===== config.mk =====
export PLATFORM = sky130hd
export DESIGN_NAME = frame_timer_ctrl
export DESIGN_NICKNAME = d
export VERILOG_FILES = /design/src/rtl/frame_timer_ctrl.sv
export SDC_FILE = /design/constraint.sdc
export NUM_CORES = 1
export LEC_CHECK = 0
export ABC_AREA = 1
export CAP_MARGIN = 10
export CELL_PAD_IN_SITES_DETAIL_PLACEMENT = 1
export CELL_PAD_IN_SITES_GLOBAL_PLACEMENT = 2
export CORE_MARGIN = 1.5
export CORE_UTILIZATION = 33
export DETAILED_ROUTE_END_ITERATION = 6
export GPL_ROUTABILITY_DRIVEN = 0
export GPL_TIMING_DRIVEN = 0
export PLACE_DENSITY = 0.93
export SETUP_SLACK_MARGIN = 0.15
export SKIP_CTS_REPAIR_TIMING = 1
export SLEW_MARGIN = 30
export SYNTH_ARGS = -nofsm -noshare
export SYNTH_HDL_FRONTEND = slang
export SYNTH_HIERARCHICAL = 1
export SYNTH_SLANG_ARGS = --single-unit

===== constraint.sdc =====
create_clock -name clk -period 3.8 [get_ports clk]
set_input_delay 0.95 -clock clk [delete_from_list [all_inputs] [get_ports clk]]
set_output_delay 0.95 -clock clk [all_outputs]
set_load 0.01 [all_outputs]

===== src/rtl/frame_timer_ctrl.sv =====
// -----------------------------------------------------------------------------
// frame_timer_ctrl
//
// Bit-timing sequencer for the receive/transmit datapath. A one-cycle start
// request launches a frame of bits_per_frame bit periods, each clks_per_bit
// clocks long. A phase counter tracks the position inside the current bit and
// a bit counter tracks completed bits. A three-state FSM (IDLE/RUN/DONE)
// sequences them. Every output is decoded from registered state only, so
// there is no combinational path from any input to any output.
//
// Parameters
//   CLK_BITS        width of the phase counter and of clks_per_bit
//   BIT_BITS        width of the bit counter, bits_per_frame and bit_index
//
// Ports
//   clk             system clock, rising edge
//   n_rst           asynchronous active-low reset
//   start           frame request, sampled only in IDLE
//   abort           cancel the running frame, effective only in RUN
//   clks_per_bit    clocks per bit period (legal 2 .. 2^CLK_BITS-1)
//   bits_per_frame  bits per frame (legal 1 .. 2^BIT_BITS-1)
//   busy            high in RUN and DONE
//   sample_strobe   one-cycle pulse at mid-bit (phase == clks_per_bit/2)
//   bit_end         one-cycle pulse on the last clock of each bit period
//   frame_done      one-cycle pulse in the cycle after a frame completes
//   cfg_err         one-cycle pulse after a start with an illegal config
//   bit_index       completed-bit count (0 in IDLE, bpf in DONE)
// -----------------------------------------------------------------------------
module frame_timer_ctrl #(
  parameter int CLK_BITS = 8,
  parameter int BIT_BITS = 4
) (
  input  logic                clk,
  input  logic                n_rst,
  input  logic                start,
  input  logic                abort,
  input  logic [CLK_BITS-1:0] clks_per_bit,
  input  logic [BIT_BITS-1:0] bits_per_frame,
  output logic                busy,
  output logic                sample_strobe,
  output logic                bit_end,
  output logic                frame_done,
  output logic                cfg_err,
  output logic [BIT_BITS-1:0] bit_index
);

  typedef enum logic [1:0] {
    IDLE = 2'd0,
    RUN  = 2'd1,
    DONE = 2'd2
  } state_t;

  state_t              state;
  state_t              next_state;

  // Configuration latched on a start request in IDLE.
  logic [CLK_BITS-1:0] cpb;
  logic [BIT_BITS-1:0] bpf;
  logic [CLK_BITS-1:0] half;

  logic                cfg_err_q;

  logic [CLK_BITS-1:0] phase;
  logic                phase_at_end;
  logic [BIT_BITS-1:0] bit_cnt;
  logic                bit_cnt_full;

  logic                start_req;
  logic                last_bit;

  logic                phase_clear;
  logic                phase_en;
  logic                bit_clear;
  logic                bit_en;

  // A frame needs at least two clocks per bit (so mid-bit is distinct from
  // the bit boundary) and at least one bit.
  function automatic logic cfg_legal(input logic [CLK_BITS-1:0] c,
                                     input logic [BIT_BITS-1:0] b);
    return (c >= CLK_BITS'(2)) && (b != '0);
  endfunction

  assign start_req = (state == IDLE) && start;
  assign half      = cpb >> 1;
  assign last_bit  = (bit_cnt == (bpf - BIT_BITS'(1)));

  // ---------------------------------------------------------------------------
  // State register
  // ---------------------------------------------------------------------------
  always_ff @(posedge clk or negedge n_rst) begin
    if (!n_rst) begin
      state <= IDLE;
    end else begin
      state <= next_state;
    end
  end

  // ---------------------------------------------------------------------------
  // Configuration latch and configuration-error flag
  // ---------------------------------------------------------------------------
  always_ff @(posedge clk or negedge n_rst) begin
    if (!n_rst) begin
      cpb       <= '0;
      bpf       <= '0;
      cfg_err_q <= 1'b0;
    end else begin
      cfg_err_q <= start_req && !cfg_legal(clks_per_bit, bits_per_frame);
      if (start_req) begin
        cpb <= clks_per_bit;
        bpf <= bits_per_frame;
      end
    end
  end

  // ---------------------------------------------------------------------------
  // Next-state logic. Abort outranks the final bit_end so an aborted frame
  // never reports frame_done.
  // ---------------------------------------------------------------------------
  always_comb begin
    next_state = state;
    unique case (state)
      IDLE: begin
        if (start && cfg_legal(clks_per_bit, bits_per_frame)) begin
          next_state = RUN;
        end
      end
      RUN: begin
        if (abort) begin
          next_state = IDLE;
        end else if (bit_end && last_bit) begin
          next_state = DONE;
        end
      end
      DONE: begin
        next_state = IDLE;
      end
      default: begin
        next_state = IDLE;
      end
    endcase
  end

  // ---------------------------------------------------------------------------
  // Counter controls. The phase counter is steered by next_state so it
  // already reads 1 in the first RUN cycle and drops to 0 as soon as RUN is
  // left. The bit counter keeps its value into DONE (where it equals bpf)
  // and is cleared on any return to IDLE.
  // ---------------------------------------------------------------------------
  assign phase_clear = (next_state != RUN);
  assign phase_en    = (next_state == RUN);
  assign bit_clear   = (next_state == IDLE);
  assign bit_en      = bit_end;

  flex_counter #(
    .NUM_CNT_BITS (CLK_BITS)
  ) u_phase_cnt (
    .clk           (clk),
    .n_rst         (n_rst),
    .clear         (phase_clear),
    .count_enable  (phase_en),
    .rollover_val  (cpb),
    .count_out     (phase),
    .rollover_flag (phase_at_end)
  );

  flex_counter #(
    .NUM_CNT_BITS (BIT_BITS)
  ) u_bit_cnt (
    .clk           (clk),
    .n_rst         (n_rst),
    .clear         (bit_clear),
    .count_enable  (bit_en),
    .rollover_val  (bpf),
    .count_out     (bit_cnt),
    .rollover_flag (bit_cnt_full)
  );

  // ---------------------------------------------------------------------------
  // Moore output decode
  // ---------------------------------------------------------------------------
  assign busy          = (state != IDLE);
  assign sample_strobe = (state == RUN) && (phase == half);
  assign bit_end       = (state == RUN) && phase_at_end;
  // In DONE the bit counter has just reached bpf; requiring that as well
  // keeps frame_done tied to a genuinely completed bit count.
  assign frame_done    = (state == DONE) && bit_cnt_full;
  assign cfg_err       = cfg_err_q;
  assign bit_index     = bit_cnt;

endmodule

// -----------------------------------------------------------------------------
// flex_counter
//
// Up-counter with synchronous clear that counts 1..rollover_val and wraps
// back to 1. rollover_flag is a decode of the registered count, high while
// the count equals rollover_val.
//
// Ports
//   clk            system clock, rising edge
//   n_rst          asynchronous active-low reset (count -> 0)
//   clear          synchronous clear to 0, priority over count_enable
//   count_enable   advance the count this cycle
//   rollover_val   terminal count; the next advance wraps to 1
//   count_out      current count
//   rollover_flag  count_out == rollover_val
// -----------------------------------------------------------------------------
module flex_counter #(
  parameter int NUM_CNT_BITS = 4
) (
  input  logic                    clk,
  input  logic                    n_rst,
  input  logic                    clear,
  input  logic                    count_enable,
  input  logic [NUM_CNT_BITS-1:0] rollover_val,
  output logic [NUM_CNT_BITS-1:0] count_out,
  output logic                    rollover_flag
);

  always_ff @(posedge clk or negedge n_rst) begin
    if (!n_rst) begin
      count_out <= '0;
    end else if (clear) begin
      count_out <= '0;
    end else if (count_enable) begin
      if (count_out == rollover_val) begin
        count_out <= NUM_CNT_BITS'(1);
      end else begin
        count_out <= count_out + NUM_CNT_BITS'(1);
      end
    end
  end

  assign rollover_flag = (count_out == rollover_val);

endmodule


==> metrics.csv <==
stage,metric,value,unit
setup_path,end_kind,output pin,
logic_synthesis,syn_nets,274,
logic_synthesis,synth.distinct_cells,27,
layout,final_area,2180,µm²
timing,grt_setup_unrepaired,no,
routing,wl_per_cell,12.29,µm
timing,fin_crit,3028,ps
global_routing,overflow,0,
logic_synthesis,synth-compound-area-share,9.537,%
logic_synthesis,synth-warning-count,6,
layout,antennaDiodeCount,0,
setup_path,crit_start,u_phase_cnt/count_out[5],
timing,skew,2.249,ps
logic_synthesis,seq_area_frac_synth,37.32,%
timing,setup_tns,0,ps
setup_path,crit_type,reg -> out,
layout,syn_to_final_growth,20.39,%
logic_synthesis,synth_fa_ha_area_share,2.073,%
routing,vias_per_cell,4.487,
flow_run,max_cap_viol_count,0,
hold_path,hold_path.class,reg -> reg,
timing,finalSetupViolations,0,
logic_synthesis,synth_simple_gate_area_share,32.96,%
timing,max_slew_margin,58.93,%
global_routing,antenna_found_initial,0,
routing,drtPass1Iterations,4,
die,core_area,5205,µm²
timing,tightest_slew,616.1,ps
placement,dpl_cell_area,2133,µm²
layout,finalNetCount,303,
clocking,clock_latency,270,ps
die,io_pins,25,
logic_synthesis,syn_inst,255,
routing,via_count,1584,
setup_path,cp.arrival,2080,ps
logic_synthesis,synthXorXnorAreaFrac,7.256,%
setup_path,reg2reg_from,u_phase_cnt/count_out[5],
clocking,clockRootBuffer,clkbuf_8,
clocking,cts_tree,built,
layout,drive_gt1_share,15.19,%
routing,first_iter_violations,77,
die,die_w,77.07,µm
logic_synthesis,syn_area,1810,µm²
logic_synthesis,synth_top_family_by_area,simple AND/OR/NAND/NOR gates,
global_routing,grt_max_degree,28,
routing,ant_nets,0,
logic_synthesis,synthMuxAreaShare,0,%
routing,wl,4339,µm
timing,slew_violations,0,
power,p_leak,1.051,nW
power,p_per_area,428.9,nW/µm²
hold_path,holdPathStages,2,
clocking,cts.clk_slew.worst_paths,100,ps
timing,fin_crit_sh,79.67,%
die,fp.dieArea,5940,µm²
logic_synthesis,ys_ff_latch,27,
placement,place_hpwl,3408,µm
setup_path,reg2reg_to,u_phase_cnt/count_out[5],
power,vdd_drop_max,156.5,µV
clocking,h-tree-depth,1,
clocking,cts_made_buffers,3,
global_routing,grt_usage,15.83,%
setup_path,start_kind,flop,
clocking,cts_sinks,27,
setup_path,crit_path_max_fanout,5,
global_routing,grt_pass1_wl,7534,µm
outcome,outcome,"finished, final reports clean",
setup_path,r2r_slack,1340,ps
logic_synthesis,syn-mean-instance-area,7.100,µm²
setup_path,reg2regPathDepth,19,
setup_path,cp.required,2850,ps
clocking,clockBufferDepth,2,
setup_path,cp-endpoint,bit_end,
routing,drc,0,
placement,port_buffers,24,
die,die_h,77.07,µm
timing,fmax,0.3303,GHz
global_routing,grt_pass1_vias,1593,
timing,hold_viol,0,
die,num_rows,26,
die,initial_core_util,34.78,%
## layer usage
metal  wire, µm  track usage, %  vias to the layer above
li1           -               -                      824
met2       1969           25.49                       24
met1       2254           22.99                      734
met4         27           3.273                        0
met5          0               0                        -
met3         88           1.548                        2
## placed cells by master, fill, tap and decap left out, types with 7 or more instances in the layout
master	synthesis	final
nand2_1	81	81
inv_1	40	40
dfrtp_1	27	27
clkdlybuf4s50_1	0	23
nor2_1	13	13
nand3_1	11	11
nor2_2	10	10
xnor2_1	10	10
o21ai_1	10	10
a21oi_2	7	7
## power by group
group	leakage [nW]	internal [mW]	total, mW	switching, mW
sequential	0.352	0.332	0.412	0.0800
clock	0.0255	0.0735	0.168	0.0948
combinational	0.674	0.153	0.354	0.202
total	1.05	0.559	0.935	0.376
## sequential cells by signal, summed over array words and instances, names as in the netlist
register	flops
u_phase_cnt/count_out	8
bpf	4
state	2
cpb	8
u_bit_cnt/count_out	4
cfg_err	1
## cell usage after synthesis, drive strengths merged
| library cell | count | area share (%) |
|---|---|---|
| xnor2 | 10 | 4.8 |
| o21ai | 14 | 4.1 |
| nand4 | 2 | 0.69 |
| nor2 | 25 | 7.4 |
| a21o | 1 | 0.41 |
| dfrtp | 27 | 37 |
| a21oi | 13 | 5.0 |
| nand2 | 88 | 20 |
| nor3 | 2 | 0.83 |
| buf | 2 | 0.55 |
| inv | 47 | 9.9 |
| nand3 | 12 | 3.6 |
| xor2 | 5 | 2.4 |
| or2 | 2 | 0.69 |
| clkinv | 2 | 0.41 |
| ha | 3 | 2.1 |
## final cells by class
class                           count  area (µm²)
Clock buffer                        3       41.29
Inverter                           49       186.4
Fill cell                         694        3025
Clock inverter                      1       5.005
Multi-Input combinational cell    177       938.4
Buffer                              2       10.01
Timing Repair Buffer               24       235.2
Tap cell                           70       87.58
Sequential cell                    27       675.6
## worst max-delay path: stages, from the launching register on
cell             delay (ps)
dfrtp_1                 470
inv_2                   100
nand2_1                  60
nand2_1                  50
nand2_1                  60
nor2_2                  180
nand2_4                  80
inv_2                    60
inv_1                    50
nor2_4                  140
clkdlybuf4s50_1         560
## per-stage QoR
stage | cells | setup WS (ps) | hold slack (ps) | power, mW | util (%)
6_report | 353 | 772.5 | 541.2 | 0.9349 | 41.88
5_1_grt | 353 | 647.5 | 591.5 | 1.016 | 41.88
4_1_cts | 353 | 754.5 | 558.9 | 0.9456 | 41.88
3_5_place_dp | 349 | 983.4 | 536.0 | 0.7758 | 40.99
3_3_place_gp | 349 | 1026 | 497.7 | 0.7610 | 41.08
2_1_floorplan | 255 | 1599 | 470.3 | 0.6545 | -
## how the worst min path moves through the flow
stage | end | slack [ps] | from
after floorplan | cpb[0] | 470 | cpb[0]
after global placement | cpb[0] | 500 | cpb[0]
after detailed placement | cpb[0] | 540 | cpb[0]
after CTS | cpb[0] | 560 | cpb[0]
after global routing | cpb[0] | 590 | cpb[0]
final | cpb[0] | 540 | cpb[0]
## logic make-up after synthesis
| kind of cell | count (synthesis) |
|---|---|
| xor+xnor | 15 |
| flops | 27 |
| buf+inv | 51 |
| simple gates | 131 |
| compound gates | 28 |
| fa+ha+maj | 3 |
Note: power is estimated with default switching activity, not from simulation.
